<file path="src/rtl/pc_pkg.sv">
// Shared constants, PC-source encoding and alignment helper for the fetch PC generator.
package pc_pkg;

  localparam int unsigned XLEN_DEFAULT = 32;
  localparam int unsigned STEP_C       = 2;
  localparam int unsigned STEP_W       = 4;

  typedef enum logic [2:0] {
    SEL_TRAP,
    SEL_REDIRECT,
    SEL_HOLD,
    SEL_POP,
    SEL_SEQ
  } pc_sel_e;

  // Mask that clears the bits below the fetch granule (bit 0 with compressed, bits 1:0 without).
  function automatic logic [63:0] align_mask(input logic c_ext);
    return c_ext ? ~64'd1 : ~64'd3;
  endfunction

endpackage

</file>
<file path="src/rtl/pc_ras.sv">
// Circular return-address stack: a full push overwrites the oldest entry.
module pc_ras
  import pc_pkg::*;
#(
  parameter int unsigned DEPTH = 4,
  parameter int unsigned W     = XLEN_DEFAULT
) (
  input  logic         clk,
  input  logic         rst,
  input  logic         push,
  input  logic         pop,
  input  logic [W-1:0] push_data,
  output logic [W-1:0] top_data,
  output logic         empty,
  output logic         full
);

  localparam int unsigned PTR_W = (DEPTH > 1) ? $clog2(DEPTH) : 1;
  localparam int unsigned CNT_W = PTR_W + 1;
  localparam logic [CNT_W-1:0] DEPTH_CNT = CNT_W'(DEPTH);

  logic [W-1:0]     mem_q [DEPTH];
  logic [W-1:0]     mem_d [DEPTH];
  logic [PTR_W-1:0] ptr_q, ptr_d;
  logic [CNT_W-1:0] cnt_q, cnt_d;
  logic             empty_q, empty_d;
  logic             full_q, full_d;

  always_comb begin
    mem_d = mem_q;
    ptr_d = ptr_q;
    cnt_d = cnt_q;
    if (push && pop && (cnt_q != '0)) begin
      // Pop-then-push collapses to replacing the top in place.
      mem_d[ptr_q] = push_data;
    end else if (push) begin
      ptr_d        = ptr_q + 1'b1;
      mem_d[ptr_d] = push_data;
      if (cnt_q != DEPTH_CNT) cnt_d = cnt_q + 1'b1;
    end else if (pop && (cnt_q != '0)) begin
      ptr_d = ptr_q - 1'b1;
      cnt_d = cnt_q - 1'b1;
    end
    empty_d = (cnt_d == '0);
    full_d  = (cnt_d == DEPTH_CNT);
  end

  always_ff @(posedge clk) begin
    if (rst) begin
      for (int unsigned i = 0; i < DEPTH; i++) mem_q[i] <= '0;
      ptr_q   <= '0;
      cnt_q   <= '0;
      empty_q <= 1'b1;
      full_q  <= 1'b0;
    end else begin
      mem_q   <= mem_d;
      ptr_q   <= ptr_d;
      cnt_q   <= cnt_d;
      empty_q <= empty_d;
      full_q  <= full_d;
    end
  end

  assign top_data = mem_q[ptr_q];
  assign empty    = empty_q;
  assign full     = full_q;

endmodule

</file>
<file path="src/rtl/pc_gen.sv">
// Fetch PC generator: trap > redirect > stall > RAS return > sequential step.
module pc_gen
  import pc_pkg::*;
#(
  parameter int unsigned XLEN      = XLEN_DEFAULT,
  parameter int unsigned RAS_DEPTH = 4,
  parameter int unsigned C_EXT     = 1
) (
  input  logic            clk,
  input  logic            rst,
  input  logic [XLEN-1:0] pc_start,
  input  logic            stall,
  input  logic            redirect_valid,
  input  logic [XLEN-1:0] redirect_pc,
  input  logic            trap_valid,
  input  logic [XLEN-1:0] trap_pc,
  input  logic            is_call,
  input  logic            is_ret,
  input  logic            is_compressed,
  output logic [XLEN-1:0] pc_out,
  output logic [XLEN-1:0] pc_plus_step,
  output logic [XLEN-1:0] pc_next,
  output logic            misalign_err,
  output logic            ras_empty,
  output logic            ras_full
);

  localparam logic [63:0]     MASK64     = align_mask(C_EXT != 0);
  localparam logic [XLEN-1:0] ALIGN_MASK = MASK64[XLEN-1:0];

  logic [XLEN-1:0] pc_q, pc_d;
  logic            misalign_q, misalign_d;
  logic [XLEN-1:0] step;
  logic [XLEN-1:0] start_aligned;
  logic [XLEN-1:0] ras_top;
  logic            redirect_ok;
  logic            ras_push, ras_pop;
  pc_sel_e         sel;

  always_comb begin
    step          = ((C_EXT != 0) && is_compressed) ? XLEN'(STEP_C) : XLEN'(STEP_W);
    pc_plus_step  = pc_q + step;
    start_aligned = pc_start & ALIGN_MASK;
    redirect_ok   = ((redirect_pc & ~ALIGN_MASK) == '0);
  end

  always_comb begin
    sel        = SEL_SEQ;
    misalign_d = 1'b0;
    if (trap_valid) begin
      sel = SEL_TRAP;
    end else if (redirect_valid) begin
      sel        = redirect_ok ? SEL_REDIRECT : SEL_HOLD;
      misalign_d = !redirect_ok;
    end else if (stall) begin
      sel = SEL_HOLD;
    end else if (is_ret && !ras_empty) begin
      sel = SEL_POP;
    end
  end

  always_comb begin
    pc_d = pc_plus_step;
    unique case (sel)
      SEL_TRAP:     pc_d = trap_pc & ALIGN_MASK;
      SEL_REDIRECT: pc_d = redirect_pc;
      SEL_HOLD:     pc_d = pc_q;
      SEL_POP:      pc_d = ras_top;
      SEL_SEQ:      pc_d = pc_plus_step;
      default:      pc_d = pc_plus_step;
    endcase
    pc_next = rst ? start_aligned : pc_d;
  end

  // Predecode hints only act on a plain sequential cycle.
  always_comb begin
    ras_push = 1'b0;
    ras_pop  = 1'b0;
    if (!rst && !trap_valid && !redirect_valid && !stall) begin
      ras_push = is_call;
      ras_pop  = is_ret && !ras_empty;
    end
  end

  always_ff @(posedge clk) begin
    if (rst) begin
      pc_q       <= start_aligned;
      misalign_q <= 1'b0;
    end else begin
      pc_q       <= pc_d;
      misalign_q <= misalign_d;
    end
  end

  pc_ras #(
    .DEPTH (RAS_DEPTH),
    .W     (XLEN)
  ) u_ras (
    .clk       (clk),
    .rst       (rst),
    .push      (ras_push),
    .pop       (ras_pop),
    .push_data (pc_plus_step),
    .top_data  (ras_top),
    .empty     (ras_empty),
    .full      (ras_full)
  );

  assign pc_out       = pc_q;
  assign misalign_err = misalign_q;

endmodule

</file>
<file path="config.mk">
export PLATFORM = sky130hd
export DESIGN_NAME = pc_gen
export DESIGN_NICKNAME = d
export VERILOG_FILES = /design/src/rtl/pc_pkg.sv /design/src/rtl/pc_ras.sv /design/src/rtl/pc_gen.sv
export SDC_FILE = /design/constraint.sdc
export NUM_CORES = 1
export LEC_CHECK = 0
export CORE_ASPECT_RATIO = 1.5
export CORE_MARGIN = 2
export CORE_UTILIZATION = 54
export CTS_CLUSTER_DIAMETER = 30
export DETAILED_ROUTE_END_ITERATION = 8
export PLACE_DENSITY = 0.9
export REMOVE_ABC_BUFFERS = 1
export SLEW_MARGIN = 20
export SYNTH_ARGS = -nofsm -noshare
export SYNTH_HDL_FRONTEND = slang
export SYNTH_SLANG_ARGS = --single-unit
</file>
<file path="constraint.sdc">
create_clock -name clk -period 4.56 [get_ports clk]
set_input_delay 0.456 -clock clk [delete_from_list [all_inputs] [get_ports clk]]
set_output_delay 0.456 -clock clk [all_outputs]
set_load 0.02 [all_outputs]
</file>
==> impl_metrics.ini <==
[finish]
fillers = 1057
drive_above_1_share = 0.118
antennaDiodeCount = 0
nets = 1204
syn_to_final_growth_pct = 32.7

[synthesis]
yosys_warnings = 0
yosysTopAreaCell = dfxtp_1
syn-mean-instance-area_sq_um = 9.16
synth.top_cell.area_share = 0.396
ys_async_sr_fraction = 0
syn_inst = 927
syn_area_sq_um = 8490
synth-seq-cells = 168
ys_seq_area_frac = 0.396
synth-edff-count = 0
synth_cell_types = 65
ys_top_cells_by_area = dfxtp_1 (40%), mux4_2 (8.5%), o21ai_0 (4.6%)
ys.flop_type = dfxtp_1

[worst_setup_path]
r2r-start = u_ras.cnt_q[1]$_SDFF_PP0_
crit_slowest_cell = clkdlybuf4s50_1
worst_setup_path_end_kind = output port
path_class = in2out
required_ns = 4.10
crit_path_start_kind = input pin
worst_ep_arrival_time_ns = 3.91
worst-path-max-fanout = 6
critPathLaunch = is_compressed
cp_slowest_stage_delay_ns = 0.67
crit_top_cell = clkdlybuf4s50_1
cp_cell_sequence = clkdlybuf4s50_1 -> ha_1 -> inv_1 -> fa_1 -> and4b_2 -> nand3_1 -> nor2_1 -> xnor2_1 -> a221oi_1 -> clkdlybuf4s50_1

[drt]
antenna_left = 0
routedWlPerCell_um = 21.2
viasPerCell = 6.52
via_count = 8516
first_pass_iters = 6
wl_um = 27700
drt-initial-drc-count = 812
drc = 0

[pwr]
power_density_nw_per_um2 = 349
ir_worst_vdd_v = 0.000213
p_comb_frac = 0.216
power_frac_seq = 0.407
p_leak_uw = 0.00404
intPower_uw = 2770
clockPowerShare = 0.377
switching_share = 0.294
p_sw_uw = 1160

[floorplanning]
dieArea_sq_um = 16800
rows = 56
die_x_um = 106
core_sq_um = 15500
die_h_um = 158
ios = 203
start_util = 0.548

[timing]
period_share = 0.957
fin_crit_ns = 4.37
setup_viol = 0
finalClockSkew_ns = 0.00712
finalHoldViolCount = 0
slew_headroom = 0.285
finalSetupTns_ns = 0
rsz0062_at_grt = false
slew_violations = 0
max_freq_mhz = 229
fin_hold_ws_ns = 0.462
tightest_slew_ns = 1.07

[run]
max_cap_violations = 0

[grt]
antenna_found_initial = 0
grt_max_degree = 84
grt_usage = 0.326
first_global_vias = 8271
gr-total-overflow = 0
grt_pass1_wl_um = 42800

[clock_network]
cts_max_path_buffers = 2
holdBufCountCts = 0
clkSlewWorstSetupHoldPaths_ns = 0.07
clkSinkCount = 168
cts_buffers = 17
cts_tree = yes
cts-root-buf = clkbuf_16
htreeDepth = 4
worst_skew_pair.late_latency_ns = 0.43

[placed_design]
io_buffers = 200
gp_congestion = 0.847
hpwlAfterDp_um = 18400

[worst_hold_path]
hold_class = in2reg
hold_start = rst

[outcome]
status = finished clean
[synthesized netlist by cell type, types with 3 or more instances]
library cell / number
dfxtp_1: 168
o21ai_0: 78
a21oi_1: 77
nor2_1: 76
nand2_1: 65
clkbuf_1: 47
a211oi_1: 45
inv_1: 44
mux4_2: 32
buf_2: 30
a221oi_1: 29
mux2i_1: 17
nand3_1: 14
nor3_1: 14
o31ai_1: 13
xnor2_1: 13
a222oi_1: 11
and3_1: 11
nand4_1: 10
a22oi_1: 9
ha_1: 9
xor2_1: 9
a221o_1: 8
o31a_1: 8
and2_1: 7
nor4_4: 7
a21oi_2: 5
and4_1: 5
a31o_2: 4
nor2_2: 4
nor4_1: 4
nor4b_1: 4
o21ai_1: 4
a21o_1: 3
[through the flow]
stage,cells,util,setup WS (ns),instance area (sq um),total power (uW)
6_report,1306,0.727,0.194,11300,3930
5_1_grt,1306,0.727,0.0301,11300,4030
4_1_cts,1305,0.726,0.122,11200,3910
3_5_place_dp,1273,0.688,0.226,10600,2460
3_3_place_gp,1273,0.688,0.272,10600,2440
2_1_floorplan,843,-,0.833,8120,2020
[cell families after synthesis]
kind of cell,synth area share
AOI/OAI and AO/OA,0.242
DFF,0.396
adders and majority gates,0.0156
buffers and inverters,0.0631
and+or+nand+nor,0.156
muxes,0.105
xor gates and xnor gates,0.0227
[worst max-delay path, delay by kind of cell]
family,cells,cell delay (ns)
AND/OR/NAND/NOR,3,0.95
XOR/XNOR,1,0.18
buffers and inverters,3,1.27
adder cells (fa/ha/maj),2,0.68
AO/OA/AOI/OAI,1,0.35
[routing by layer]
metal,GRT usage,part of all wire
met3,0.0679,0.088
met5,0,0
met1,0.366,0.35
met4,0.173,0.049
met2,0.576,0.52
[flip-flops by register name (all words and copies together), names as in the netlist]
register	flops
u_ras.ptr_q	2
u_ras.cnt_q	3
misalign_err	1
u_ras.empty	1
pc_out	32
u_ras.mem_q	128
u_ras.full	1
[path summary, 6_finish.rpt]
path / cells after the start / slack [ns] / to
worst max register to register: 8 / 1.40 / u_ras.mem_q[38]$_SDFFE_PP0P_
worst max-delay path: 10 / 0.19 / pc_next[13]
worst min register to register: 2 / 0.50 / u_ras.mem_q[103]$_SDFFE_PP0P_
worst min-delay path: 2 / 0.46 / u_ras.mem_q[64]$_SDFFE_PP0P_
[cell type report]
class | instances | area (sq um) | share of cell area
Clock inverter | 12 | 151 | 0.0134
Tap cell | 203 | 254 | 0.0226
Sequential cell | 168 | 3370 | 0.299
Inverter | 44 | 165 | 0.0147
Timing Repair Buffer | 228 | 2240 | 0.199
Multi-Input combinational cell | 631 | 4640 | 0.412
Clock buffer | 20 | 447 | 0.0397
[power groups by stage]
stage	clock network (uW)	registers, uW	logic (uW)
after floorplan	0	1650	377
after CTS	1470	1600	842
after global routing	1530	1610	900
final	1480	1600	849
after detailed placement	0	1630	834
after global placement	0	1620	818
[cells in the final DEF, fill, tap and decap left out, drive strengths merged, types with 16 or more instances in the layout]
cell / netlist / layout
a211oi: 45 / 45
a21oi: 82 / 82
a221oi: 30 / 30
buf: 35 / 30
clkbuf: 49 / 20
clkdlybuf4s50: 0 / 198
dfxtp: 168 / 168
inv: 44 / 43
mux2i: 17 / 17
mux4: 32 / 32
nand2: 65 / 65
nand3: 16 / 16
nor2: 80 / 80
nor3: 16 / 16
o21ai: 82 / 82
[timing repair]
item	in CTS	in global routing
buffers inserted	0	1
gates resized for setup	0	2
endpoints found under the setup margin	0	3
(Power assumes the default switching activity.)
